$ cat src/rtl/inst_fetch_pkg.sv
// Shared CPU definitions used by the fetch stage: datapath width, the NOP
// encoding and the fetch FSM state type.
package inst_fetch_pkg;

  localparam int XLEN = 32;

  // addi x0, x0, 0
  localparam logic [XLEN-1:0] NOP_WORD = 32'h0000_0013;

  typedef enum logic [2:0] {
    S_IDLE = 3'd0,
    S_REQ  = 3'd1,
    S_WAIT = 3'd2,
    S_HOLD = 3'd3,
    S_DROP = 3'd4
  } fetch_state_e;

endpackage

$ cat src/rtl/inst_fetch.sv
// Single-outstanding instruction fetch: one memory request per fetch_req,
// the response is held for decode until accepted; flush discards work in flight.
//
// Handshakes: a transfer happens on a rising edge where valid && ready are both
// high; a raised valid and its payload stay stable until that transfer. The
// memory response channel has no ready and is consumed the cycle it arrives.
module inst_fetch
  import inst_fetch_pkg::*;
#(
  parameter logic [XLEN-1:0] NOP_INST    = NOP_WORD,
  parameter bit              ALIGN_CHECK = 1'b1
) (
  input  logic            clk,
  input  logic            rst,
  input  logic [XLEN-1:0] fetch_pc,
  input  logic            fetch_req,
  input  logic            flush,
  output logic            mem_req_valid,
  input  logic            mem_req_ready,
  output logic [XLEN-1:0] mem_req_addr,
  input  logic            mem_resp_valid,
  input  logic [XLEN-1:0] mem_resp_data,
  output logic            inst_valid,
  input  logic            inst_ready,
  output logic [XLEN-1:0] inst,
  output logic [XLEN-1:0] inst_pc,
  output logic            fetch_fault,
  output fetch_state_e    dbg_state
);

  fetch_state_e    state;
  logic [XLEN-1:0] pc_q;
  logic [XLEN-1:0] inst_q;
  logic [XLEN-1:0] inst_pc_q;
  logic            req_valid_q;
  logic            inst_valid_q;
  logic            fault_q;
  logic            misaligned;

  assign misaligned = ALIGN_CHECK && (fetch_pc[1:0] != 2'b00);

  always_ff @(posedge clk) begin
    if (rst) begin
      state        <= S_IDLE;
      pc_q         <= '0;
      inst_q       <= NOP_INST;
      inst_pc_q    <= '0;
      req_valid_q  <= 1'b0;
      inst_valid_q <= 1'b0;
      fault_q      <= 1'b0;
    end else begin
      case (state)
        S_IDLE: begin
          if (fetch_req && !flush) begin
            pc_q <= fetch_pc;
            if (misaligned) begin
              // Fault is reported through the normal HOLD handshake with a NOP.
              state        <= S_HOLD;
              inst_q       <= NOP_INST;
              inst_pc_q    <= fetch_pc;
              inst_valid_q <= 1'b1;
              fault_q      <= 1'b1;
            end else begin
              state       <= S_REQ;
              req_valid_q <= 1'b1;
            end
          end
        end
        S_REQ: begin
          if (mem_req_ready) begin
            // An accepted request always has a response coming back.
            req_valid_q <= 1'b0;
            state       <= flush ? S_DROP : S_WAIT;
          end else if (flush) begin
            req_valid_q <= 1'b0;
            state       <= S_IDLE;
          end
        end
        S_WAIT: begin
          if (flush) begin
            state <= mem_resp_valid ? S_IDLE : S_DROP;
          end else if (mem_resp_valid) begin
            inst_q       <= mem_resp_data;
            inst_pc_q    <= pc_q;
            inst_valid_q <= 1'b1;
            state        <= S_HOLD;
          end
        end
        S_HOLD: begin
          if (inst_ready || flush) begin
            inst_q       <= NOP_INST;
            inst_valid_q <= 1'b0;
            fault_q      <= 1'b0;
            state        <= S_IDLE;
          end
        end
        S_DROP: begin
          if (mem_resp_valid) begin
            state <= S_IDLE;
          end
        end
        default: begin
          state        <= S_IDLE;
          req_valid_q  <= 1'b0;
          inst_valid_q <= 1'b0;
          inst_q       <= NOP_INST;
          fault_q      <= 1'b0;
        end
      endcase
    end
  end

  assign mem_req_valid = req_valid_q;
  assign mem_req_addr  = pc_q;
  assign inst_valid    = inst_valid_q;
  assign inst          = inst_q;
  assign inst_pc       = inst_pc_q;
  assign fetch_fault   = fault_q;
  assign dbg_state     = state;

endmodule
$ cat config.mk
export PLATFORM = sky130hd
export DESIGN_NAME = inst_fetch
export DESIGN_NICKNAME = d
export VERILOG_FILES = /design/src/rtl/inst_fetch_pkg.sv /design/src/rtl/inst_fetch.sv
export SDC_FILE = /design/constraint.sdc
export NUM_CORES = 1
export LEC_CHECK = 0
export ABC_AREA = 1
export CELL_PAD_IN_SITES_DETAIL_PLACEMENT = 1
export CELL_PAD_IN_SITES_GLOBAL_PLACEMENT = 1
export CORE_MARGIN = 4
export CORE_UTILIZATION = 25
export DETAILED_ROUTE_END_ITERATION = 12
export GPL_TIMING_DRIVEN = 0
export PLACE_DENSITY = 0.73
export SYNTH_ARGS = -nofsm -noshare
export SYNTH_HDL_FRONTEND = slang
export SYNTH_SLANG_ARGS = --single-unit
$ cat constraint.sdc
create_clock -name clk -period 1.4 [get_ports clk]
set_clock_uncertainty 0.15 [all_clocks]
set_input_delay 0.28 -clock clk [delete_from_list [all_inputs] [get_ports clk]]
set_output_delay 0.28 -clock clk [all_outputs]
set_load 0.02 [all_outputs]
==> results.sh, run 1 <==
export IMPL_status="finished, violations left"
export IMPL_violations="negative setup slack"
export IMPL_finalHoldViolations=0
export IMPL_criticalPathCategory="flip-flop to flip-flop"
export IMPL_setup_violations=104
export IMPL_power_internal_mw=9.11
export IMPL_power_share_combinational_pct=58.1
export IMPL_relSlewSlack_pct=64.9
export IMPL_synth_distinct_cells=23
export IMPL_crit_arrival_ns=1.84
export IMPL_p_seq_share_pct=26.0
export IMPL_drc=0
export IMPL_met3_length_um=1440
export IMPL_synthXorXnorAreaFrac_pct=0
export IMPL_clockPowerShare_pct=16.0
export IMPL_place_congestion=0.827
export IMPL_min_period_ns=1.74
export IMPL_synthSimpleGateAreaFrac_pct=38.0
export IMPL_cts_sinks=102
export IMPL_mostFrequentLayoutCells="168 x nand2_1, 136 x nor2_1, 101 x buf_2, 97 x dfxtp_1, 69 x clkdlybuf4s50_1"
export IMPL_p_total_mw=16.4
export IMPL_max_freq_mhz=574
export IMPL_drive_gt1_share_pct=32.2
export IMPL_p_leak_nw=3.68
export IMPL_synthAdderAreaFrac_pct=0
export IMPL_maxCapViolations=0
export IMPL_syn_num_nets=785
export IMPL_yosys_warnings=0
export IMPL_grt_max_degree=17
export IMPL_post_dp_hpwl_um=12800
export IMPL_cp_required_ns=1.49
export IMPL_wl_um=18600
export IMPL_tritoncts="built"
export IMPL_end_kind="flip-flop"
export IMPL_syn_area_mm2=0.00464
export IMPL_layout_setup_ws_ns=-0.341
export IMPL_htreeDepth=3
export IMPL_final_nets=999
export IMPL_fin_crit_sh_pct=124
export IMPL_worstSetupStartpointType="flip-flop"
export IMPL_drv_slew=0
export IMPL_io_pins=173
export IMPL_synth_seq_cells=102
export IMPL_seq_area_frac_synth_pct=44.0
export IMPL_cp_max_fo=7
export IMPL_grt_pass1_wl_um=28000
export IMPL_final_setup_tns_ns=-26.31
export IMPL_die_h_um=144
export IMPL_rsz0062_at_grt="yes"
export IMPL_core_rowCount=49
export IMPL_area_growth_syn_to_layout_pct=62.6
export IMPL_num_antenna_cells=0
export IMPL_via_per_inst=4.47
export IMPL_highest_layer="met4"
export IMPL_syn_avg_cell_area_um2=6.49
export IMPL_routed_wl_met2_um=8590
export IMPL_p_sw_share_pct=44.4
export IMPL_synth_top_family_by_area="simple AND/OR/NAND/NOR gates"
export IMPL_clk_pin_slew_ns=0.07
export IMPL_cts_buffers=9
export IMPL_chipWidth_um=144
export IMPL_routed_via_count=5194
export IMPL_grt_pass1_vias=5215
export IMPL_mostFrequentLayoutCell="nand2_1"
export IMPL_coreArea_mm2=0.0181
export IMPL_clk_path_buf_depth=2
export IMPL_wl_per_cell_um=16.0
export IMPL_clock_latency_ns=0.35
export IMPL_start_util_pct=25.6
export IMPL_final_antenna_net_count=0
export IMPL_track_usage_pct=17.1
export IMPL_overflow=0
export IMPL_peakVddDrop_mv=0.681
export IMPL_synth_compound_area_share_pct=8.74
export IMPL_drt_iter0_markers=165
export IMPL_power_switching_mw=7.28
export IMPL_netlist_instances=714
export IMPL_wl_met1_um=8390
export IMPL_hp_class="flip-flop to flip-flop"
export IMPL_synthMuxAreaShare_pct=0
export IMPL_worstMarginPinSlew_ns=0.527
export IMPL_p_per_area_mw_per_mm2=2170
export IMPL_clock_root_buffer="clkbuf_16"
export IMPL_fp_dieArea_mm2=0.0208
export IMPL_antenna_found_initial=0
export IMPL_first_pass_iters=4
export IMPL_io_buffers=172
-- sequential cells by signal, summed over array words and instances, names as in the netlist --
name           cells
dbg_state          3
inst              32
mem_req_addr      32
mem_req_valid      1
inst_valid         1
fetch_fault        1
inst_pc           32
-- cells by family (layout without fill, tap and decap cells) --
kind of cell	count (synthesis)	after routing
AOI/OAI and AO/OA	80	80
buffers and inverters	101	319
DFF	102	102
and+or+nand+nor	431	431
-- Yosys cell counts --
cell,n,area (µm²)
a21oi_1,12,60.1
buf_2,15,75.1
buf_4,5,37.5
buf_6,1,11.3
clkbuf_1,21,78.8
clkbuf_2,3,15.0
dfxtp_1,102,2040
inv_1,52,195
inv_2,4,15.0
nand2_1,182,683
nand2_2,5,31.3
nand2_4,2,22.5
nand3_1,20,100
nand3_2,1,10.0
nor2_1,179,672
nor2_2,2,12.5
nor2_4,4,45.0
nor3_1,33,165
o21ai_0,53,265
o21ai_1,13,65.1
o21ai_2,1,8.76
o22ai_1,1,6.26
or2_2,3,18.8
-- layer usage --
metal | global-route usage (%) | up-vias
met5 | 0 | -
met4 | 4.27 | 0
met3 | 5.72 | 16
met2 | 28.6 | 147
met1 | 21.3 | 2401
li1 | - | 2630
-- metrics by stage --
step                      utilization, %  setup slack [ns]  std cells  hold slack, ns  cell area (µm²)
after CTS                           40.1            -0.287       1151           0.302             7250
after detailed placement            37.4            -0.897       1115           0.293             6760
after global placement              37.4            -0.849       1115           0.288             6760
after floorplan                        -            -0.120        714           0.265             4760
final                               41.7            -0.341       1161           0.316             7540
after global routing                41.7            -0.404       1161           0.341             7540
-- what timing repair did --
item	4_1_cts	5_1_grt
pin swaps	10	19
buffers inserted	16	10
setup endpoints to repair	204	123
hold buffers	0	0
endpoints found under the hold margin	0	0
cloned	5	2
gates resized for setup	502	99
-- final timing paths --
check | startpoint | end | slack, ns | cells past startpoint
worst max-delay path | dbg_state[0] | mem_req_addr[2] | -0.34 | 10
worst min-delay path | inst[24] | inst[24] | 0.32 | 2
worst max register to register | dbg_state[0] | mem_req_addr[2] | -0.34 | 10
worst min register to register | inst[24] | inst[24] | 0.32 | 2
-- final cells by class --
type                       instances  area, µm²
sequential                       102       2060
tap                              229        287
buffer                            44        422
multi-input combinational        511       2620
fill                            2260      10500
inverter                          56        238
timing repair buffer             204       1620
clock inverter                     4       53.8
clock buffer                      11        243
-- power by group through the flow --
stage	logic (mW)	clock network (mW)	registers, mW
floorplan	4.05	0	5.19
global placement	7.96	0	4.29
finish	9.51	2.62	4.25
detailed placement	8.05	0	4.31
global route	10.4	2.81	4.36
CTS	8.75	2.71	4.25
-- worst max-delay path, stage by stage, from the launching register on --
cell	delay, ns
dfxtp_4	0.36
buf_12	0.15
clkinv_8	0.07
nand2_8	0.06
nor2_4	0.10
inv_2	0.06
nor2_4	0.18
clkinv_4	0.17
clkbuf_16	0.21
nor2_4	0.08
nor2_1	0.05
No activity file was read; power rests on OpenSTA's default activity.
==> inputs of run 2 (changes only) <==
--- a/config.mk
+++ b/config.mk
@@ -13,6 +13,7 @@
 export DETAILED_ROUTE_END_ITERATION = 12
 export GPL_TIMING_DRIVEN = 0
 export PLACE_DENSITY = 0.73
+export REMOVE_ABC_BUFFERS = 1
 export SYNTH_ARGS = -nofsm -noshare
 export SYNTH_HDL_FRONTEND = slang
 export SYNTH_SLANG_ARGS = --single-unit
==> results.sh, run 2 (synthesis results as in run 1) <==
export IMPL_fp_dieArea_mm2=0.0208
export IMPL_placed_cell_area_mm2=0.00648
export IMPL_htreeDepth=3
export IMPL_hp_class="primary input to flip-flop"
export IMPL_area_growth_syn_to_layout_pct=70.2
export IMPL_clock_root_buffer="clkbuf_16"
export IMPL_num_antenna_cells=0
export IMPL_mostFrequentLayoutCells="175 x nor2_1, 150 x nand2_1, 99 x dfxtp_1, 96 x buf_2, 68 x clkdlybuf4s50_1"
export IMPL_violations="negative setup slack"
export IMPL_drt_iter0_markers=232
export IMPL_cts_hold_buf=0
export IMPL_worstSetupEndpoint="inst[28]"
export IMPL_chipWidth_um=144
export IMPL_dp_cells=1072
export IMPL_layout_setup_ws_ns=-0.316
export IMPL_coreArea_mm2=0.0181
export IMPL_rsz0062_at_grt="yes"
export IMPL_busiest_layer="met2"
export IMPL_final_setup_tns_ns=-23.52
export IMPL_reg2reg_slack_ns=-0.32
export IMPL_first_pass_iters=4
export IMPL_fin_area_mm2=0.00789
export IMPL_via_per_inst=4.65
export IMPL_wl_um=22700
export IMPL_setup_violations=104
export IMPL_tritoncts="built"
export IMPL_io_pins=173
export IMPL_grt_pass1_wl_um=33200
export IMPL_post_dp_hpwl_um=10700
export IMPL_final_antenna_net_count=0
export IMPL_drv_slew=0
export IMPL_drc=0
export IMPL_fin_crit_sh_pct=123
export IMPL_final_nets=1009
export IMPL_track_usage_pct=21.1
export IMPL_relSlewSlack_pct=75.6
export IMPL_routed_via_count=5450
export IMPL_maxCapViolations=0
export IMPL_startpoint="dbg_state[1]"
export IMPL_gr_usage_met3_pct=6.02
export IMPL_wl_per_cell_um=19.4
export IMPL_cp_max_fo=8
export IMPL_cts_buffers=9
export IMPL_clk_path_buf_depth=2
export IMPL_finalHoldViolations=0
export IMPL_max_freq_mhz=583
export IMPL_drive_gt1_share_pct=33.1
export IMPL_whs_ns=0.318
export IMPL_mostFrequentLayoutCell="nor2_1"
export IMPL_place_congestion=0.772
export IMPL_rr_startpoint="dbg_state[1]"
export IMPL_clk_pin_slew_ns=0.07
export IMPL_antenna_found_initial=0
export IMPL_grt_max_degree=59
export IMPL_end_kind="flip-flop"
export IMPL_io_buffers=172
export IMPL_grtUsageMet2_pct=38.1
export IMPL_p_per_area_mw_per_mm2=2340
export IMPL_worstSetupStartpointType="flip-flop"
export IMPL_start_util_pct=25.6
export IMPL_clock_latency_ns=0.35
export IMPL_die_h_um=144
export IMPL_cp_required_ns=1.49
export IMPL_peakVddDrop_mv=0.971
export IMPL_cts_sinks=102
export IMPL_p_leak_nw=3.81
export IMPL_r2r_end="inst[28]"
export IMPL_crit_arrival_ns=1.81
export IMPL_overflow=0
export IMPL_instances_no_fill=1172
export IMPL_criticalPathCategory="flip-flop to flip-flop"
export IMPL_min_period_ns=1.72
export IMPL_r2r_cells=9
export IMPL_grt_pass1_vias=5459
export IMPL_core_rowCount=49
export IMPL_status="finished, violations left"
export IMPL_worstMarginPinSlew_ns=0.366
export IMPL_grt_use_met1_pct=25.3
[run 2: cell count changes in the layout (fill, tap and decap cells not counted), sizes merged]
cell	change
clkbuf	-23
buf	+12
nand2	+12
nor2	+6
inv	+3
clkinvlp	+2
dlygate4sd2	+2
bufinv	-1
clkdlybuf4s50	-1
clkinv	-1
[run 2: worst min-delay path by stage]
stage / startpoint / cells past startpoint / end / slack [ns]
after floorplan: fetch_pc[0] / 2 / mem_req_addr[0] / 0.26
after global placement: fetch_fault / 2 / fetch_fault / 0.28
after detailed placement: inst[1] / 2 / inst[1] / 0.30
after CTS: flush / 5 / dbg_state[2] / 0.30
after global routing: inst[1] / 2 / inst[1] / 0.34
final: flush / 5 / dbg_state[2] / 0.32
[run 2: critical path: stages (launching register included)]
cell	delay, ns
dfxtp_4	0.39
nor2_4	0.23
nand3_4	0.17
nand2_4	0.13
nor2_4	0.05
buf_12	0.17
nand2_8	0.12
nand2_1	0.07
nand2_1	0.05
nor2_1	0.04
[run 2: cell type report]
class                           count  area, µm²
Sequential cell                   102       2050
Inverter                           56        264
Clock buffer                       14        274
Multi-Input combinational cell    529       2870
Clock inverter                      2       15.0
Tap cell                          229        287
Fill cell                        2255      10200
Timing Repair inverter              5       58.8
Timing Repair Buffer              235       2070
[run 2: what timing repair did]
item	CTS	global route
cloned	23	3
endpoints found under the setup margin	204	132
pin swaps	37	26
setup buffers	51	8
gates resized for setup	531	79
hold endpoints to repair	0	0
[run 2: through the flow]
stage	utilization, %	worst slack, ns	total power, mW
floorplan	-	-1.10	8.44
global placement	35.5	-2.38	12.4
detailed placement	35.8	-2.05	11.6
CTS	42.7	-0.254	17.6
global route	43.6	-0.398	19.6
finish	43.6	-0.316	18.4
[run 2: power breakdown]
| group | switching (mW) | leakage (nW) | internal [mW] | total, mW |
|---|---|---|---|---|
| clock network | 1.18 | 0.135 | 1.36 | 2.54 |
| logic | 7.11 | 2.83 | 4.48 | 11.6 |
| registers | 0.556 | 0.842 | 3.74 | 4.30 |
[run 2: per-layer routing]
layer / wire length (µm) / up-vias
met2: 11300 / 162
met1: 9630 / 2585
met5: 0 / -
met4: 210 / 0
li1: - / 2687
met3: 1620 / 16
